$ cat config.mk
export PLATFORM = sky130hd
export DESIGN_NAME = ccd_line_capture_flat
export DESIGN_NICKNAME = d
export VERILOG_FILES = /design/src/rtl/ccd_line_capture_if.sv /design/src/rtl/ccd_line_capture.sv /design/src/flat_wrapper.sv
export SDC_FILE = /design/constraint.sdc
export NUM_CORES = 1
export LEC_CHECK = 0
export ABC_CLOCK_PERIOD_IN_PS = 2900
export CELL_PAD_IN_SITES_DETAIL_PLACEMENT = 1
export CELL_PAD_IN_SITES_GLOBAL_PLACEMENT = 1
export CORE_ASPECT_RATIO = 1.2
export CORE_MARGIN = 1.5
export CORE_UTILIZATION = 45
export CTS_CLUSTER_DIAMETER = 200
export DETAILED_ROUTE_END_ITERATION = 12
export GPL_TIMING_DRIVEN = 0
export PLACE_DENSITY_LB_ADDON = 0.1
export SLEW_MARGIN = 0
export SYNTH_ARGS = -nofsm -noshare
export SYNTH_HDL_FRONTEND = slang
export SYNTH_SLANG_ARGS = --single-unit
$ cat constraint.sdc
create_clock -name clk -period 2.9 [get_ports clk]
set_clock_uncertainty 0.05 [all_clocks]
set_input_delay 0.29 -clock clk [delete_from_list [all_inputs] [get_ports clk]]
set_output_delay 0.29 -clock clk [all_outputs]
set_load 0.1 [all_outputs]
$ cat src/rtl/ccd_line_capture_if.sv
// Output stream interface for ccd_line_capture: corrected pixel data with
// valid/ready/last handshake. The capture block drives it through the master
// modport; the downstream consumer (line storage or host link) uses slave.
interface ccd_line_capture_if #(
  parameter int DATA_W = 12
);
  logic [DATA_W-1:0] out_data;
  logic              out_valid;
  logic              out_ready;
  logic              out_last;

  modport master (
    output out_data,
    output out_valid,
    output out_last,
    input  out_ready
  );

  modport slave (
    input  out_data,
    input  out_valid,
    input  out_last,
    output out_ready
  );
endinterface

$ cat src/rtl/ccd_line_capture.sv
// ccd_line_capture: per-line CCD pixel framer.
// Drops the leading dummy pixels of each line, averages the optically-black
// pixels into a dark level and emits dark-corrected active pixels through a
// small first-word-fall-through FIFO with valid/ready/last.
//
// Optional feature macro: DARK_CLAMP_EN
//   defined   - dark pixels are averaged and subtracted (saturating at 0)
//   undefined - dark pixels are consumed and discarded, dark_level_o is 0 and
//               active pixels are forwarded raw
module ccd_line_capture #(
  parameter int DATA_W     = 12,
  parameter int SKIP_PIX   = 32,
  parameter int DARK_PIX   = 16,
  parameter int ACTIVE_PIX = 3648,
  parameter int FIFO_DEPTH = 16
) (
  input  logic               clk,
  input  logic               rst,
  input  logic               line_start_i,
  input  logic [DATA_W-1:0]  pix_in_i,
  input  logic               pix_in_valid_i,
  ccd_line_capture_if.master out_if,
  output logic [DATA_W-1:0]  dark_level_o,
  output logic               busy_o,
  output logic               err_o,
  input  logic               err_clr_i
);

  localparam int MAX_SD  = (SKIP_PIX > DARK_PIX) ? SKIP_PIX : DARK_PIX;
  localparam int MAX_CNT = (MAX_SD > ACTIVE_PIX) ? MAX_SD : ACTIVE_PIX;
  localparam int CNT_W   = $clog2(MAX_CNT + 1);
  localparam int PTR_W   = $clog2(FIFO_DEPTH);

  localparam logic [CNT_W-1:0] SKIP_LAST   = CNT_W'((SKIP_PIX > 0) ? SKIP_PIX - 1 : 0);
  localparam logic [CNT_W-1:0] DARK_LAST   = CNT_W'(DARK_PIX - 1);
  localparam logic [CNT_W-1:0] ACTIVE_LAST = CNT_W'(ACTIVE_PIX - 1);

  typedef enum logic [1:0] {
    IDLE,
    SKIP,
    DARK,
    ACTIVE
  } state_t;

  // With no dummy pixels a new line goes straight to dark averaging.
  localparam state_t FIRST_STATE = (SKIP_PIX == 0) ? DARK : SKIP;

  state_t            state_q, state_d;
  logic [CNT_W-1:0]  pixCount_q, pixCount_d;
  logic              err_q, err_d;
  logic              abortLine;
  logic              fifoWrite;
  logic              wrLast;
  logic [DATA_W-1:0] wrData;
  logic [DATA_W-1:0] darkLevel;

  logic [DATA_W:0]   fifoMem_q [FIFO_DEPTH];
  logic [PTR_W:0]    wrPtr_q, rdPtr_q;
  logic              fifoEmpty;
  logic              fifoFull;
  logic              fifoPop;
  logic              fifoPush;
  logic              fifoDrop;
  logic [DATA_W:0]   fifoHead;

  // Sequencer: line_start always restarts the line (and flags an abort if a
  // line was in progress); otherwise each sample strobe advances the phase
  // counter, and the last strobe of a phase hands over to the next phase.
  always_comb begin
    state_d    = state_q;
    pixCount_d = pixCount_q;
    abortLine  = 1'b0;
    fifoWrite  = 1'b0;
    wrLast     = 1'b0;
    if (line_start_i) begin
      abortLine  = (state_q != IDLE);
      state_d    = FIRST_STATE;
      pixCount_d = '0;
    end else if (pix_in_valid_i) begin
      case (state_q)
        IDLE: begin
        end
        SKIP: begin
          if (pixCount_q == SKIP_LAST) begin
            state_d    = DARK;
            pixCount_d = '0;
          end else begin
            pixCount_d = pixCount_q + CNT_W'(1);
          end
        end
        DARK: begin
          if (pixCount_q == DARK_LAST) begin
            state_d    = ACTIVE;
            pixCount_d = '0;
          end else begin
            pixCount_d = pixCount_q + CNT_W'(1);
          end
        end
        ACTIVE: begin
          fifoWrite = 1'b1;
          if (pixCount_q == ACTIVE_LAST) begin
            wrLast     = 1'b1;
            state_d    = IDLE;
            pixCount_d = '0;
          end else begin
            pixCount_d = pixCount_q + CNT_W'(1);
          end
        end
        default: begin
          state_d    = IDLE;
          pixCount_d = '0;
        end
      endcase
    end
  end

  // Sequencer state and phase counter registers.
  always_ff @(posedge clk or posedge rst) begin
    if (rst) begin
      state_q    <= IDLE;
      pixCount_q <= '0;
    end else begin
      state_q    <= state_d;
      pixCount_q <= pixCount_d;
    end
  end

`ifdef DARK_CLAMP_EN
  localparam int DARK_LOG = $clog2(DARK_PIX);
  localparam int SUM_W    = DATA_W + DARK_LOG;

  logic [SUM_W-1:0]  darkSum_q, darkSum_d;
  logic [SUM_W-1:0]  darkSumNext;
  logic [DATA_W-1:0] darkLevel_q, darkLevel_d;
  logic              darkStrobe;
  logic              darkFinal;

  assign darkStrobe  = (state_q == DARK) && pix_in_valid_i && !line_start_i;
  assign darkFinal   = darkStrobe && (pixCount_q == DARK_LAST);
  assign darkSumNext = darkSum_q + SUM_W'(pix_in_i);

  // Dark accumulator: cleared at every line start, summed over the dark phase;
  // the final strobe (including its own sample) yields the new average.
  always_comb begin
    darkSum_d   = darkSum_q;
    darkLevel_d = darkLevel_q;
    if (line_start_i) begin
      darkSum_d = '0;
    end else if (darkFinal) begin
      darkSum_d   = '0;
      darkLevel_d = DATA_W'(darkSumNext >> DARK_LOG);
    end else if (darkStrobe) begin
      darkSum_d = darkSumNext;
    end
  end

  // Dark accumulator and latched dark level registers.
  always_ff @(posedge clk or posedge rst) begin
    if (rst) begin
      darkSum_q   <= '0;
      darkLevel_q <= '0;
    end else begin
      darkSum_q   <= darkSum_d;
      darkLevel_q <= darkLevel_d;
    end
  end

  assign darkLevel = darkLevel_q;

  // Dark correction saturates at zero instead of wrapping below black.
  always_comb begin
    wrData = '0;
    if (pix_in_i >= darkLevel_q) begin
      wrData = pix_in_i - darkLevel_q;
    end
  end
`else
  assign darkLevel = '0;
  assign wrData    = pix_in_i;
`endif

  assign dark_level_o = darkLevel;
  assign busy_o       = (state_q != IDLE);

  // FIFO bookkeeping: pointers carry one extra wrap bit to tell full from
  // empty. A write into a full FIFO only lands if the head leaves this cycle.
  assign fifoEmpty = (wrPtr_q == rdPtr_q);
  assign fifoFull  = (wrPtr_q[PTR_W] != rdPtr_q[PTR_W]) &&
                     (wrPtr_q[PTR_W-1:0] == rdPtr_q[PTR_W-1:0]);
  assign fifoPop   = !fifoEmpty && out_if.out_ready;
  assign fifoPush  = fifoWrite && (!fifoFull || fifoPop);
  assign fifoDrop  = fifoWrite && fifoFull && !fifoPop;

  // FIFO read/write pointers.
  always_ff @(posedge clk or posedge rst) begin
    if (rst) begin
      wrPtr_q <= '0;
      rdPtr_q <= '0;
    end else begin
      if (fifoPush) begin
        wrPtr_q <= wrPtr_q + (PTR_W + 1)'(1);
      end
      if (fifoPop) begin
        rdPtr_q <= rdPtr_q + (PTR_W + 1)'(1);
      end
    end
  end

  // FIFO storage; entries are {last, data}. Contents need no reset because
  // the outputs are masked while the FIFO is empty.
  always_ff @(posedge clk) begin
    if (fifoPush) begin
      fifoMem_q[wrPtr_q[PTR_W-1:0]] <= {wrLast, wrData};
    end
  end

  assign fifoHead         = fifoMem_q[rdPtr_q[PTR_W-1:0]];
  assign out_if.out_valid = !fifoEmpty;
  assign out_if.out_data  = fifoEmpty ? '0 : fifoHead[DATA_W-1:0];
  assign out_if.out_last  = !fifoEmpty && fifoHead[DATA_W];

  // Sticky error: an aborted line or a dropped pixel sets it, and a set in the
  // same cycle as a clear request takes priority.
  always_comb begin
    err_d = err_q;
    if (err_clr_i) begin
      err_d = 1'b0;
    end
    if (abortLine || fifoDrop) begin
      err_d = 1'b1;
    end
  end

  // Sticky error register.
  always_ff @(posedge clk or posedge rst) begin
    if (rst) begin
      err_q <= 1'b0;
    end else begin
      err_q <= err_d;
    end
  end

  assign err_o = err_q;

endmodule

$ cat src/flat_wrapper.sv
// flat-port wrapper written by rule: the top's interface ports become plain ports
module ccd_line_capture_flat 
#(
  parameter int DATA_W     = 12,
  parameter int SKIP_PIX   = 32,
  parameter int DARK_PIX   = 16,
  parameter int ACTIVE_PIX = 3648,
  parameter int FIFO_DEPTH = 16
)
  (clk, rst, line_start_i, pix_in_i, pix_in_valid_i, dark_level_o, busy_o, err_o, err_clr_i, out_if_out_data, out_if_out_valid, out_if_out_last, out_if_out_ready);
  ccd_line_capture_if #(.DATA_W(DATA_W)) out_if_i ();
  input  logic clk;
  input  logic rst;
  input  logic line_start_i;
  input  logic [DATA_W-1:0] pix_in_i;
  input  logic pix_in_valid_i;
  output logic [DATA_W-1:0] dark_level_o;
  output logic busy_o;
  output logic err_o;
  input  logic err_clr_i;
  output wire logic [$bits(out_if_i.out_data)-1:0] out_if_out_data;
  output wire logic [$bits(out_if_i.out_valid)-1:0] out_if_out_valid;
  output wire logic [$bits(out_if_i.out_last)-1:0] out_if_out_last;
  input wire logic [$bits(out_if_i.out_ready)-1:0] out_if_out_ready;
  assign out_if_out_data = out_if_i.out_data;
  assign out_if_out_valid = out_if_i.out_valid;
  assign out_if_out_last = out_if_i.out_last;
  assign out_if_i.out_ready = out_if_out_ready;
  ccd_line_capture #(.DATA_W(DATA_W), .SKIP_PIX(SKIP_PIX), .DARK_PIX(DARK_PIX), .ACTIVE_PIX(ACTIVE_PIX), .FIFO_DEPTH(FIFO_DEPTH)) u_core (.clk(clk), .rst(rst), .line_start_i(line_start_i), .pix_in_i(pix_in_i), .pix_in_valid_i(pix_in_valid_i), .out_if(out_if_i), .dark_level_o(dark_level_o), .busy_o(busy_o), .err_o(err_o), .err_clr_i(err_clr_i));
endmodule
# Yosys cells after proc, flatten, opt, wreduce, memory -nomap -nowiden
# Memories as Yosys holds them, arrays and structs flattened.
# Index checks and enable logic that the tools add are counted.
[classes]
n_addsub = 3
n_eq_ne = 12
mux = 25
reduce_logical = 17
[op_table]
columns = ["op", "count"]
rows = [
  ["$mux 12", 6],
  ["$pmux 12 s3", 1],
  ["$add 12x1->12 const B", 1],
  ["$eq 12x12->1 const B", 1],
  ["$eq 12x4->1 const B", 1],
  ["$eq 12x5->1 const B", 1],
  ["$mux 1", 12],
  ["$add 5x1->5 const B", 2],
  ["$mux 2", 5],
  ["$ne 3x2->1 const B", 3],
  ["$logic_and 1x1->1", 6],
  ["$pmux 2 s3", 1],
  ["$reduce_bool 2->1", 3],
  ["$eq 5x5->1", 1],
  ["$reduce_and 5->1", 1],
  ["$eq 2x2->1 const B", 2],
  ["$eq 4x4->1", 1],
  ["$reduce_bool 4->1", 1],
  ["$logic_not 1->1", 3],
  ["$eq 2x1->1 const B", 1],
  ["$logic_or 1x1->1", 2],
  ["$reduce_and 2->1", 1],
  ["$ne 1x1->1", 1],
]
[totals]
reg_bits = 25
ramBits = 208
out_inout_bits = 28
elab_cells = 63
mem_count = 1
[mem_list]
columns = ["name", "depth", "word_bits", "read_ports", "rd_clocked_by_memory_dff", "wr", "line", "rtl"]
rows = [
  ["u_core.fifoMem_q", 16, 13, 1, 0, 1, "ccd_line_capture.sv:57", "logic [DATA_W:0] fifoMem_q [FIFO_DEPTH];"],
]

# Logic depth before layout (Yosys ltp)
[depth]
word_depth = 8
mapped_depth = 7
mapped_depth_nobuf = 6

# Worst setup path before layout
# Ideal clock, no wire load.
[synth_timing]
path_type = "reg-to-output"
from = "register u_core.rdPtr_q[0]"
to = "output out_if_out_data[3]"
arrival_ns = 3.698
t_required_ns = 2.560
slack_ns = -1.138
stages_incl_launch_ff = 7
path_cell_list = "dfrtp_1 buf_2 buf_4 buf_2 mux4_2 mux2i_1 a211oi_1"
[synth_via]
elab_chain_len = 2
word_cells_on_any_way = 3
classes_between = "eq/ne: 1; mux: 1; memory: 1"
[synth_rtl]
columns = ["element", "line", "rtl"]
rows = [
  ["start, declared", "ccd_line_capture.sv:58", "logic [PTR_W:0] wrPtr_q, rdPtr_q;"],
  ["start signal, assigned", "ccd_line_capture.sv:204", "rdPtr_q <= rdPtr_q + (PTR_W + 1)'(1);"],
  ["$mem_v2 16x13 / $eq 5x5->1 (equally long branches)", "n/a", ""],
  ["$mux 12 (*)", "ccd_line_capture.sv:219", "assign out_if.out_data = fifoEmpty ? '0 : fifoHead[DATA_W-1:0];"],
  ["end, declared", "flat_wrapper.sv:21", "output wire logic [$bits(out_if_i.out_data)-1:0] out_if_out_data;"],
]
# Every way passes the cells marked *; elsewhere a longest branch is shown, timed or not.

# Final worst setup path
[layout_timing]
from = "register u_core.rdPtr_q[0]"
to = "output out_if_out_data[7]"
# The elaborated chain is that of the path after synthesis.

==> metrics <==
NumNets Final=627; H-tree depth=1; P per Cell Area=1020 nW/um2; fin util=0.554; Num CTS Buffers=24; Max Cap Viol=0; buffers added on ports=33; I/O pin count=46; Final Power=11900 uW; Rows=58; Max Slew Vio Count=0; initial drt markers=216; CP arrival=2500 ps; status=complete, no violations; layout cells sized above 1=0.319; post-route minimum period=2840 ps; vias per cell=5.74; wire per inst=25.6 um; Mapped Area=9600 um2; worst-path maximum fanout=5; Final Setup Violations=0; Skew-Pair Late Insertion Delay=510 ps; P&R area growth vs syn=21.1%; die area=22200 um2; crit start category=register; r2r startpoint=u_core.rdPtr_q[1]$_DFFE_PP0P_; FF-to-FF End=u_core.fifoMem_q[2][8]$_DFFE_PP_; post-place setup slack=-1310 ps; Main synth FF type=edfxtp_1; post-route cell area=11600 um2; DP Area=10400 um2; Antenna Nets Post-Route=0; Worst setup EP type=primary output; setup slack after layout=57.6 ps; Leak=0.00391 uW; starting density of the core=0.458; DR DRC count=0; clk root buf=clkbuf_16; first-pass GRT wire length=33.8 mm; routed wire length=22.7 mm; Req. time, crit path=2560 ps; vias=5113; Synth cell types=48; core region area=21000 um2; gp weighted congestion=0.771; post-synthesis sequential area ratio=0.715; Post-Syn Instances=526; grt total ovfl=0; ant diodes=0; Peak VDD IR=0.00130 V; final period utilization=0.980; fmax=352 MHz; R2R setup slack=230 ps; CTS tree=built; Hold/Removal Path Class=in -> async; vias in the first global route=5622; worst setup path start=u_core.rdPtr_q[0]$_DFFE_PP0P_; #FFs+latches synth=233; share of flip-flops with an asynchronous set or reset=0.107; Worst-path clk slew=60 ps; Final Hold Fails=0; unrepaired setup endpoints after global routing=yes; DR pass1 iterations=4; Worst R2R Path Depth=7; clk sinks=233; largest net degree at the start of global routing=26; synth warn=0; Die Y=163 um; initial antenna violation count=0; actual slew at the worst max-slew pin=1070 ps; critical path endpoint=out_if_out_data[7]; Worst Setup Path Type=reg -> out; Mean Syn Cell Area=18.3 um2; clk buf depth=3; worst relative slew slack=0.285; All-Layer GR Usage=0.210; chip width=136 um; hpwl dp=14.7 mm; Post-synth EDFFs=208
## registers in the layout, summed over array words and instances, names as in the netlist
register,count
u_core.err_o,1
u_core.fifoMem_q,208
u_core.pixCount_q,12
u_core.rdPtr_q,5
u_core.state_q,2
u_core.wrPtr_q,5
## Yosys cell counts, types with 3 or more instances
master | number | area share
edfxtp_1 | 208 | 0.65
mux4_2 | 52 | 0.12
a211oi_1 | 26 | 0.020
dfrtp_1 | 25 | 0.065
nand2_1 | 20 | 0.0078
and3_1 | 18 | 0.012
clkbuf_1 | 18 | 0.0070
nor2b_1 | 16 | 0.010
buf_4 | 14 | 0.011
mux2i_1 | 13 | 0.014
o21ai_0 | 12 | 0.0063
nor2_1 | 10 | 0.0039
xor2_1 | 10 | 0.0091
nand3_1 | 7 | 0.0036
nor3_1 | 7 | 0.0036
ha_1 | 6 | 0.0078
inv_1 | 6 | 0.0023
buf_2 | 5 | 0.0026
xnor2_1 | 5 | 0.0046
a21oi_1 | 4 | 0.0021
a21o_1 | 3 | 0.0023
nand2b_1 | 3 | 0.0020
nand4_1 | 3 | 0.0020
nor4_1 | 3 | 0.0020
## through the flow
stage / TNS, ps / instances / hold slack (ps)
after floorplan: -1800 / 537 / 267
after global placement: -54590 / 840 / 426
after detailed placement: -57210 / 841 / 447
after CTS: -8.95 / 884 / 342
after global routing: -52.3 / 890 / 360
final: 0 / 890 / 305
## cells by family (layout without fill, tap and decap cells)
logic type	count (synthesis)	after routing	synth area share
AO/OA/AOI/OAI	55	55	0.0405
XOR/XNOR	15	15	0.0137
adder cells (fa/ha/maj)	6	6	0.00782
buffers and inverters	46	129	0.0249
flip-flops	233	233	0.715
multiplexers	66	66	0.137
other	1	12	0.000390
AND/OR/NAND/NOR	104	104	0.0606
## layout by cell type, fill, tap and decap left out, types with 4 or more instances in the layout
cell type and count:
and3_1 5, xnor2_1 5, o21ai_0 12, mux2i_1 7, conb_1 12, and3_2 13, nor2_1 10, clkbuf_16 27
buf_4 25, a21oi_1 4, buf_2 5, nand3_1 7, edfxtp_1 208, mux2i_2 5, ha_1 6, nand2_1 20
dfrtp_1 23, inv_1 6, buf_6 12, mux4_2 52, nor2b_1 15, a211oi_4 10, a211oi_2 16, bufinv_16 4
clkdlybuf4s50_1 19, buf_12 5, clkbuf_1 11, nor3_1 6, xor2_1 10, clkinv_1 4
## final cells by class
| cell class | count | area (um2) |
|---|---|---|
| fillers | 1891 | 9350 |
| flip-flops and latches | 233 | 6870 |
| multi-input cells | 258 | 2810 |
| clock buffers | 32 | 652 |
| repair buffers | 43 | 458 |
| well taps | 270 | 338 |
| plain buffers | 37 | 324 |
| clock inverters | 11 | 150 |
| inverters | 6 | 22.5 |
## metal layers
metal | GRT usage | vias to the layer above | routed length, um
met3 | 0.0242 | 34 | 678
met1 | 0.261 | 2738 | 9270
met4 | 0.0667 | 0 | 622
met5 | 0 | - | 0
li1 | - | 2243 | -
met2 | 0.382 | 98 | 12200
## worst min-delay path by stage
stage	endpoint	slack, ps	cells after the start
after floorplan	u_core.err_o$_DFFE_PP0P_	270	1
after global placement	u_core.wrPtr_q[4]$_DFFE_PP0P_	430	1
after detailed placement	u_core.rdPtr_q[4]$_DFFE_PP0P_	450	1
after CTS	u_core.pixCount_q[7]$_DFFE_PP0P_	340	2
after global routing	u_core.err_o$_DFFE_PP0P_	360	2
final	u_core.pixCount_q[7]$_DFFE_PP0P_	310	2
## power breakdown
part           switching, uW  internal (uW)  leakage (uW)
clock network           1210           1930      0.000391
logic                   3120           1850       0.00137
registers               58.9           3700       0.00215
## worst max-delay path, stage by stage (launching register included)
cell and delay, ps:
dfrtp_2 430, buf_12 150, clkbuf_16 170, mux4_2 510, nor2b_1 160, a211oi_2 280, a211oi_2 90, buf_6 210
## timing repair
| action | in CTS | in global routing |
|---|---|---|
| buffers inserted | 2 | 5 |
| resized for setup | 153 | 36 |
| gates cloned | 0 | 2 |
| pin swaps | 8 | 6 |
| hold buffers | 0 | 0 |
| setup endpoints to repair | 181 | 206 |
Note: power is estimated with default switching activity, not from simulation.
